[config.mk]
export PLATFORM = sky130hd
export DESIGN_NAME = multicycle_control_unit
export DESIGN_NICKNAME = d
export VERILOG_FILES = /design/src/rtl/multicycle_control_unit.sv
export SDC_FILE = /design/constraint.sdc
export NUM_CORES = 1
export LEC_CHECK = 0
export CORE_UTILIZATION = 40
export CTS_CLUSTER_SIZE = 10
export DETAILED_ROUTE_END_ITERATION = 12
export HOLD_SLACK_MARGIN = 0.08
export PLACE_DENSITY = 0.73
export REMOVE_ABC_BUFFERS = 1
export SETUP_SLACK_MARGIN = 0.5
export SLEW_MARGIN = 20
export SYNTH_ARGS = -nofsm -noshare
export SYNTH_HDL_FRONTEND = slang
export SYNTH_SLANG_ARGS = --single-unit
[constraint.sdc]
create_clock -name clk -period 2.2 [get_ports clk]
set_clock_uncertainty 0.2 [all_clocks]
set_input_delay 0.44 -clock clk [delete_from_list [all_inputs] [get_ports clk]]
set_output_delay 0.44 -clock clk [all_outputs]
set_load 0.01 [all_outputs]
[src/rtl/multicycle_control_unit.sv]
// ============================================================================
// Module   : multicycle_control_unit
// Purpose  : Sequenced control unit for a multi-cycle core. Accepts one
//            instruction per handshake, latches opcode/funct, and walks it
//            through DECODE/EXEC/MEM/WB/DONE, driving per-state datapath
//            controls. MEM waits on a memory acknowledge.
// Ports    : clk, rst_n (async active-low)
//            instr_valid, opcode, funct   - instruction handshake from fetch
//            mem_ack                      - data memory access complete
//            instr_ready, ir_load         - handshake back to fetch
//            rg_read, rg_write, rg_dst    - register file controls
//            branch, m_read, m_write      - branch / data memory controls
//            pc_write, instr_done         - retire strobes
//            state                        - current state code
//            mem_err                      - sticky memory timeout flag
// Option   : CU_MEM_TIMEOUT_EN enables the MEM wait timeout and mem_err.
// Revision : 1.0 - initial release
// ============================================================================
`default_nettype none

module multicycle_control_unit #(
  parameter int OPCODE_W   = 6,
  parameter int FUNCT_W    = 6,
  parameter int TMO_W      = 8,
  parameter int TMO_CYCLES = 200
) (
  input  logic                clk,
  input  logic                rst_n,
  input  logic                instr_valid,
  input  logic [OPCODE_W-1:0] opcode,
  input  logic [FUNCT_W-1:0]  funct,
  input  logic                mem_ack,
  output logic                instr_ready,
  output logic                ir_load,
  output logic                rg_read,
  output logic                rg_write,
  output logic                rg_dst,
  output logic                branch,
  output logic                m_read,
  output logic                m_write,
  output logic                pc_write,
  output logic                instr_done,
  output logic [2:0]          state,
  output logic                mem_err
);

  typedef enum logic [2:0] {
    S_IDLE   = 3'd0,
    S_DECODE = 3'd1,
    S_EXEC   = 3'd2,
    S_MEM    = 3'd3,
    S_WB     = 3'd4,
    S_DONE   = 3'd5
  } state_t;

  state_t              cur_state;
  logic [OPCODE_W-1:0] ir_op;
  logic [FUNCT_W-1:0]  ir_fn;

  // Instruction class decode from the latched opcode/funct only.
  logic is_rtype, is_jr, is_br, is_store, is_load, is_noread;
  assign is_rtype  = (ir_op == OPCODE_W'(0));
  assign is_jr     = is_rtype && (ir_fn == FUNCT_W'(8));
  assign is_br     = (ir_op == OPCODE_W'(4)) || (ir_op == OPCODE_W'(5));
  assign is_store  = (ir_op == OPCODE_W'(40)) || (ir_op == OPCODE_W'(41)) ||
                     (ir_op == OPCODE_W'(43));
  assign is_load   = (ir_op == OPCODE_W'(35));
  assign is_noread = (ir_op == OPCODE_W'(21));

`ifdef CU_MEM_TIMEOUT_EN
  logic [TMO_W-1:0] tmo_cnt;
  logic             mem_err_q;
  logic             tmo_hit;
  // The edge on which the count would reach the limit abandons the access.
  assign tmo_hit = (cur_state == S_MEM) && !mem_ack &&
                   (tmo_cnt == TMO_W'(TMO_CYCLES - 1));
  assign mem_err = mem_err_q;
`else
  logic [TMO_W-1:0] tmo_unused;
  assign tmo_unused = TMO_W'(TMO_CYCLES);
  assign mem_err    = 1'b0;
`endif

  always_ff @(posedge clk or negedge rst_n) begin
    if (!rst_n) begin
      cur_state <= S_IDLE;
      ir_op     <= '0;
      ir_fn     <= '0;
`ifdef CU_MEM_TIMEOUT_EN
      tmo_cnt   <= '0;
      mem_err_q <= 1'b0;
`endif
    end else begin
      case (cur_state)
        S_IDLE: begin
          if (instr_valid) begin
            ir_op     <= opcode;
            ir_fn     <= funct;
            cur_state <= S_DECODE;
          end
        end
        S_DECODE: cur_state <= S_EXEC;
        S_EXEC: begin
`ifdef CU_MEM_TIMEOUT_EN
          tmo_cnt <= '0;
`endif
          if (is_br || is_jr)          cur_state <= S_DONE;
          else if (is_load || is_store) cur_state <= S_MEM;
          else                          cur_state <= S_WB;
        end
        S_MEM: begin
          // An acknowledge on the limit cycle still completes normally.
          if (mem_ack) begin
            cur_state <= is_load ? S_WB : S_DONE;
          end
`ifdef CU_MEM_TIMEOUT_EN
          else if (tmo_hit) begin
            mem_err_q <= 1'b1;
            cur_state <= S_DONE;
          end else begin
            tmo_cnt <= tmo_cnt + TMO_W'(1);
          end
`endif
        end
        S_WB:    cur_state <= S_DONE;
        S_DONE:  cur_state <= S_IDLE;
        default: cur_state <= S_IDLE;
      endcase
    end
  end

  // Moore decode from the state register and latched instruction; only
  // ir_load looks at the live handshake.
  always_comb begin
    instr_ready = (cur_state == S_IDLE);
    ir_load     = (cur_state == S_IDLE) && instr_valid;
    rg_read     = ((cur_state == S_DECODE) && !is_noread) ||
                  ((cur_state == S_MEM) && is_store);
    rg_write    = (cur_state == S_WB);
    rg_dst      = (cur_state == S_WB) && is_rtype;
    branch      = (cur_state == S_EXEC) && is_br;
    m_read      = (cur_state == S_MEM) && is_load;
    m_write     = (cur_state == S_MEM) && is_store;
    pc_write    = (cur_state == S_DONE);
    instr_done  = (cur_state == S_DONE);
    state       = cur_state;
  end

endmodule

`default_nettype wire

* Word level (Yosys, flattened, before mapping)
Cells that the tools add are included.
** Operators by class
- Equality and inequality tests :: 15
- Muxes and demuxes :: 6
- Reduce and logical (&&, ||, !) cells :: 18
** Operators by type and width (count)
- == test 6 bit, second input constant :: 4
- case mux 3 bit (5 select lines) :: 1
- == test 6 x 3 -> 1 bit, second input constant :: 2
- 2-to-1 mux 3 bit :: 4
- logical AND 1 bit :: 7
- == test 3 x 2 -> 1 bit, second input constant :: 2
- == test 3 bit, second input constant :: 2
- == test 6 x 4 -> 1 bit, second input constant :: 1
- == test 6 x 5 -> 1 bit, second input constant :: 1
- zero test 6 bit :: 1
- logical OR 1 bit :: 6
- != test 2 bit, second input constant :: 2
- AND reduction 2 bit :: 2
- == test 3 x 1 -> 1 bit, second input constant :: 1
- zero test 3 bit :: 1
- zero test 1 bit :: 1
- 2-to-1 mux 1 bit :: 1
** Word-level totals
- Bits in registers :: 15
- Input bits :: 16
- Output and inout bits :: 14

* Depth between registers and ports, before layout
Gate-level depths: netlist (run 1).
- Depth after elaboration :: 7
- Depth in mapped cells :: 7
- Mapped depth without buffers :: 4

* Worst setup path before layout (run 1)
OpenSTA, ideal clock, no wires.
- Path type :: flip-flop to output port
- Start point :: reg ir_op[2]
- End point :: out rg_read
- Data arrival time :: 1.421 ns
- Data required time :: 1.560 ns
- Path slack :: 0.139 ns
- Cell stages (with the launch flop) :: 4
- Buffers on the path :: 0
- Path through :: dfrtp_1 -> or3b_4 -> or2_1 -> a211oi_1
** On the way
- Word-level cells in the longest chain between the ends :: 5
- Elaborated cells on any way between the ends :: 10
** RTL lines
- start: declaration :: line 57 : logic [OPCODE_W-1:0] ir_op;
- start signal: assignment :: line 97 : ir_op <= opcode;
- == test 6 bit :: line 65 : assign is_store = (ir_op == OPCODE_W'(40)) || (ir_op == OPCODE_W'(41)) ||
- logical OR 1 bit (2 in series) :: line 65
- logical AND 1 bit :: line 138 : ((cur_state == S_MEM) && is_store);
- logical OR 1 bit * :: line 137 : rg_read = ((cur_state == S_DECODE) && !is_noread) ||
- end: declaration :: line 35 : output logic rg_read,
Every way passes the cells marked *; elsewhere a longest branch is shown, timed or not.

* Worst setup path after layout (run 1)
- Start point :: reg ir_op[4]
- End point :: out rg_read
Same word-level chain as after synthesis.

==> metrics, run 1 <==
status finished with violations; violated checks setup timing; Max H-tree Level 1; clock latency at the later pin of the worst-skew pair 280 ps; post-synthesis adder-cell area fraction 0%; Pre-antenna DRT Iters 4; Post-Layout Cell Count 160; cell accounting for the most synthesized area dfrtp_1; total core area 1820 sq um; Post-DRT Antenna Nets 0; Layout area overhead 97.1%; R2R depth 6; max incr delay on CP 430 ps; delay-heaviest family, CP simple AND/OR/NAND/NOR gates; largest family of logic cells by synthesized area simple AND/OR/NAND/NOR gates; maximum number of pins on one net before global-route repair 16; commonest non-fill, non-tap cell in the layout buf_6; Synth Area in Compound Gates 8.95%; Synth Flop Type dfrtp_1; hold crit path type flop to flop; Final Hold Vio Count 0; Clock Path Buffers 2; initial cell density of the core 44.5%; commonest non-fill, non-tap cells in the layout 26 x buf_6, 15 x clkdlybuf4s50_1, 14 x dfrtp_1; Std-Cell Rows 15; Post-Synth XOR/XNOR Area 0%; NumNets Final 152; diode count 0; post-synth top area share 46.3%; die area 2210 sq um; Worst Setup Start Kind flop; Worst Tran Pin Value 634 ps; routed vias/inst 5.63; Mapped Cells 76; die width 47.0 um; Global Route Usage Sum 26.2%; CP Capture Type primary output; share of cells above drive strength 1 57.0%; Setup CP Type flop to primary output; cells along the critical path or3b_4 > or2_1 > a211oi_2 > buf_2; Min-Delay Startpoint ir_fn[2]; Synth Warn # 0; Die Y 47.0 um; worst rel slew slack 57.6%; worst setup margin -131 ps; routability-driven placement congestion ratio 0.832; Worst path slowest cell or3b_4; design area 1600 sq um; PortBufs 28; CP required 1560 ps; Netlist cell types 31; global route overflow 0; DP Wirelength 1310 um; Final setup viols 5; Mean Syn Cell Area 10.7 sq um; Avg WL per Cell 19.6 um; Post-synth EDFFs 0; vias in the first global route 854; Critical path buffers and inverters 1; placed inst area 1180 sq um; Slew Limit Fails 0; total negative slack -537 ps; Pwr Density 1430 nW/um^2; max-cap violation count 0; final wirelength 3130 um; Synth Register Bits 15; Post-Place Setup Slack -227 ps; post-synthesis sequential area ratio 46.3%; Worst R2R End state[1]; Root Buffer clkbuf_4; Mapped Area 811 sq um; RSZ-0062 raised after global routing true; Post-synth ARST share 100%; Worst R2R Start ir_op[4]; post-synthesis mux area share 16.5%; R2R Setup Slk 140 ps; 1st-iter DRT viols 33; clk sinks 15; Period Utilization, post-route 106%; post-layout min period 2330 ps; Power Total 0.00229 W; CTS tree done; synth top area cells dfrtp_1 46%, mux2_2 14%, buf_4 3.7%; simple logic cell fraction of the synthesized area 21.5%; first-pass GRT wire length 3950 um; # IOs 30; clock transition at the registers of the reported paths 80 ps; worst hold endpoint ir_fn[2]; cts bufs inserted 3; Max VDD drop 0.000900 V; initial antenna violation count 0; Post-route DRC 0; achievable frequency 429 MHz; CP max FO 2; DP Cell Count 135; static leakage 0.729 nW; Vias 900; Worst Path Arrival 1690 ps; Hold Path Stages 1
## worst reg2reg max path, cell delays in order (launching register included)
cell     delay, ps
dfrtp_1        400
or3b_4         430
buf_6          140
buf_4          120
a21o_1         200
or3b_4         390
a21oi_2        110
## kinds of logic after synthesis
family | after synthesis
compound gates | 10
buf+inv | 9
flops | 15
mux | 12
other cells | 1
simple gates | 29
## synthesized netlist by cell type, drive strengths merged (2+ instances only)
cell type / n
a21oi: 2
mux2: 11
nor2: 5
nand2b: 3
nor4: 3
nand2: 6
inv: 2
dfrtp: 15
buf: 6
nor3: 3
o21ai: 3
or3b: 2
## layer usage
metal  part of all wire [%]  up-vias  wire (um)  global-route usage, %
met5                      0        -          0                      0
met4                    2.6        0         80                   12.6
met3                    7.8       14        244                   3.08
met2                     50       65       1550                   45.0
met1                     40      431       1250                   32.8
li1                       -      390          -                      -
## layout make-up
| cell class | count | area, sq um |
|---|---|---|
| well taps | 25 | 31.3 |
| clock buffers | 4 | 26.3 |
| multi-input cells | 52 | 513 |
| flip-flops and latches | 15 | 377 |
| inverters | 2 | 7.51 |
| repair buffers | 62 | 643 |
| fillers | 74 | 223 |
## how the worst max path moves through the flow
stage              from  endpoint  cells past startpoint
4_1_cts        ir_op[4]   rg_read                      4
3_5_place_dp   ir_op[2]   rg_read                      4
6_report       ir_op[4]   rg_read                      4
5_1_grt        state[2]    branch                      4
3_3_place_gp   ir_op[2]   rg_read                      4
2_1_floorplan  state[1]  ir_fn[0]                      3
## registers in the layout (all words and copies together) (netlist names)
register and count:
ir_op 6, state 3, ir_fn 6
## power by group
part	switching (W)	internal (W)	leakage, nW	total (W)
clock network	0.0000785	0.0000703	0.0150	0.000149
registers	0.000104	0.000416	0.179	0.000519
logic	0.000665	0.000953	0.536	0.00162
total	0.000847	0.00144	0.729	0.00229
## repair_timing
action                                  in CTS  in global routing
endpoints found under the setup margin      26                 28
pin swaps                                    9                  6
buffers inserted                            14                  6
hold buffers                                 0                  0
gates resized for setup                    100                 17
cloned                                       1                  0
## per-stage QoR
step / util (%) / hold slack (ps)
3_5_place_dp: 64.6 / 293
2_1_floorplan: - / -55.6
5_1_grt: 87.8 / 340
4_1_cts: 81.2 / 321
3_3_place_gp: 64.6 / 272
6_report: 87.8 / 320
No activity file was read; power rests on OpenSTA's default activity.
==> inputs of run 2 (changes only) <==
- CTS_CLUSTER_DIAMETER: default -> 200
- RECOVER_POWER: default -> 50
- clock period: 2.2 -> 2.6 ns (I/O delays scaled with it)
==> run 2 against run 1 <==
The run now ends clean. Flip-flop and latch count stayed put. Global-route usage is 6.9 points lower. Final cell count is 11% lower. Largest cell class is now multi-input gates. Highest routed layer unchanged.
==> metrics, run 2 (synthesis gave the netlist of run 1 again) <==
Post-Place Setup Slack 49.5 ps (+277 ps); Layout fillers 165 (+120%); clock latency at the later pin of the worst-skew pair 280 ps (about the same); Pre-antenna DRT Iters 4 (unchanged); most used routing layer met2; Setup CP Type flop to flop; Vias 717 (-20%); Clk pwr share 10.4% (+3.9 points); commonest non-fill, non-tap cells in the layout 15 x clkdlybuf4s50_1, 13 x buf_4, 12 x dfrtp_1; Power Total 0.00124 W (-46%); Net Sw Frac 36.4% (-0.65 points); routed vias/inst 5.01 (-11%); Std-Cell Rows 15 (unchanged); total core area 1820 sq um (unchanged); global routing usage on met2 33.6% (-11 points); P_int 0.000788 W (-45%); Reg power frac 34.9% (+12 points); clock transition at the registers of the reported paths 90 ps (about the same); met3 Track Usage GR 1.54% (-1.5 points); Worst Setup Start Kind flop; Period Utilization, post-route 91.9%; initial antenna violation count 0 (unchanged); Global Route Usage Sum 19.4% (-6.9 points); worst rel slew slack 56.8% (-0.81 points); vias in the first global route 672 (-21%); CP startpoint state[1]; commonest non-fill, non-tap cell in the layout clkdlybuf4s50_1; Worst Path Arrival 2350 ps (+660 ps); clk sinks 15 (unchanged); GR met1 Demand/Resource 24.3% (-8.6 points); Post-route DRC 0 (unchanged); CP required 2560 ps (+1000 ps); routability-driven placement congestion ratio 0.796 (-4.3%); final wirelength 1840 um (-41%); Final Hold Vio Count 0 (unchanged); post-layout min period 2390 ps; Max H-tree Level 1 (unchanged); Worst Tran Pin Value 648 ps (+14.1 ps); 1st-iter DRT viols 7 (-79%); initial cell density of the core 44.5% (unchanged); Clock Path Buffers 2 (unchanged); achievable frequency 419 MHz; PortBufs 28 (unchanged); Slew Limit Fails 0 (unchanged); Max VDD drop 0.000523 V (-42%); Root Buffer clkbuf_4; Worst R2R Start state[1]; CP Capture Type flop; Layout area overhead 48.6%; total negative slack 0 ps (+537 ps); DP Cell Count 125 (-7.4%); Post-CTS Hold Fix Bufs 0 (unchanged); die width 47.0 um (unchanged); first-pass GRT wire length 2920 um (-26%); share of cells above drive strength 1 35.6% (-21 points); Die Y 47.0 um (unchanged); CP max FO 13 (+11); worst setup margin 211 ps (+342 ps); RSZ-0062 raised after global routing true; Min-Delay Startpoint ir_fn[5]; hold crit path type flop to flop; die area 2210 sq um (unchanged); Logic pwr share 54.7% (-16 points); P_sw 0.000451 W (-47%); Avg WL per Cell 12.9 um (-34%); max-cap violation count 0 (unchanged); CTS tree done; Post-Layout Cell Count 143 (-11%); Post-DRT Antenna Nets 0 (unchanged); diode count 0 (unchanged); global route overflow 0 (unchanged); cts bufs inserted 3 (unchanged); status complete, no violations; static leakage 0.537 nW (-26%); NumNets Final 135 (-11%); Final setup viols 0 (-5); DP Wirelength 1280 um (-2.4%); Pwr Density 1030 nW/um^2 (-28%); maximum number of pins on one net before global-route repair 16 (unchanged); # IOs 30 (unchanged)
[run 2: changes by cell type in the layout (fill, tap and decap cells not counted), sizes merged]
cell,delta
dlygate4sd3,+1
clkbuf,+4
dlygate4sd2,+3
dlymetal6s2s,+2
buf,-27
[run 2: layout make-up]
type | count | area [sq um] | share of cell area (%)
Clock buffer | 4 | 26.3 | 2.18
Multi-Input combinational cell | 52 | 402 | 33.3
Inverter | 2 | 7.51 | 0.623
Timing Repair Buffer | 45 | 359 | 29.8
Tap cell | 25 | 31.3 | 2.60
Sequential cell | 15 | 379 | 31.5
[run 2: final timing paths]
path | to | slack (ps) | depth (start not counted)
min reg2reg | ir_fn[5] | 310 | 1
max reg2reg | ir_op[0] | 210 | 6
max | ir_op[0] | 210 | 6
max in group asynchronous | state[0] | 1250 | 1
min in group asynchronous | ir_fn[4] | 500 | 1
min | ir_fn[5] | 310 | 1
[run 2: power by group through the flow]
stage               sequential, W  combinational, W  clock, W
finish                   0.000432          0.000678  0.000129
detailed placement       0.000480          0.000545         0
CTS                      0.000439          0.000658  0.000132
floorplan                0.000468          0.000307         0
global route             0.000449          0.000746  0.000142
global placement         0.000473          0.000533         0
[run 2: per-layer routing]
layer / vias up / wire length, um
met3: 2 / 89
met4: 0 / 8
met5: - / 0
li1: 351 / -
met1: 337 / 823
met2: 27 / 923
[run 2: what timing repair did]
item,CTS,global route
buffers inserted,9,5
setup endpoints to repair,12,10
gates resized for setup,35,9
pin swaps,8,2
[run 2: metrics by stage]
stage | instance area (sq um) | utilization, % | hold slack [ps]
floorplan | 767 | - | 24.4
global placement | 1100 | 60.5 | 276
detailed placement | 1100 | 60.5 | 294
CTS | 1190 | 65.4 | 313
global route | 1200 | 66.2 | 335
finish | 1200 | 66.2 | 309
[run 2: critical path: stages, from the launching register on]
cell and delay, ps:
dfrtp_2 430, buf_4 150, buf_4 120, nor3_1 220
and2_0 220, clkbuf_1 520, mux2_2 410
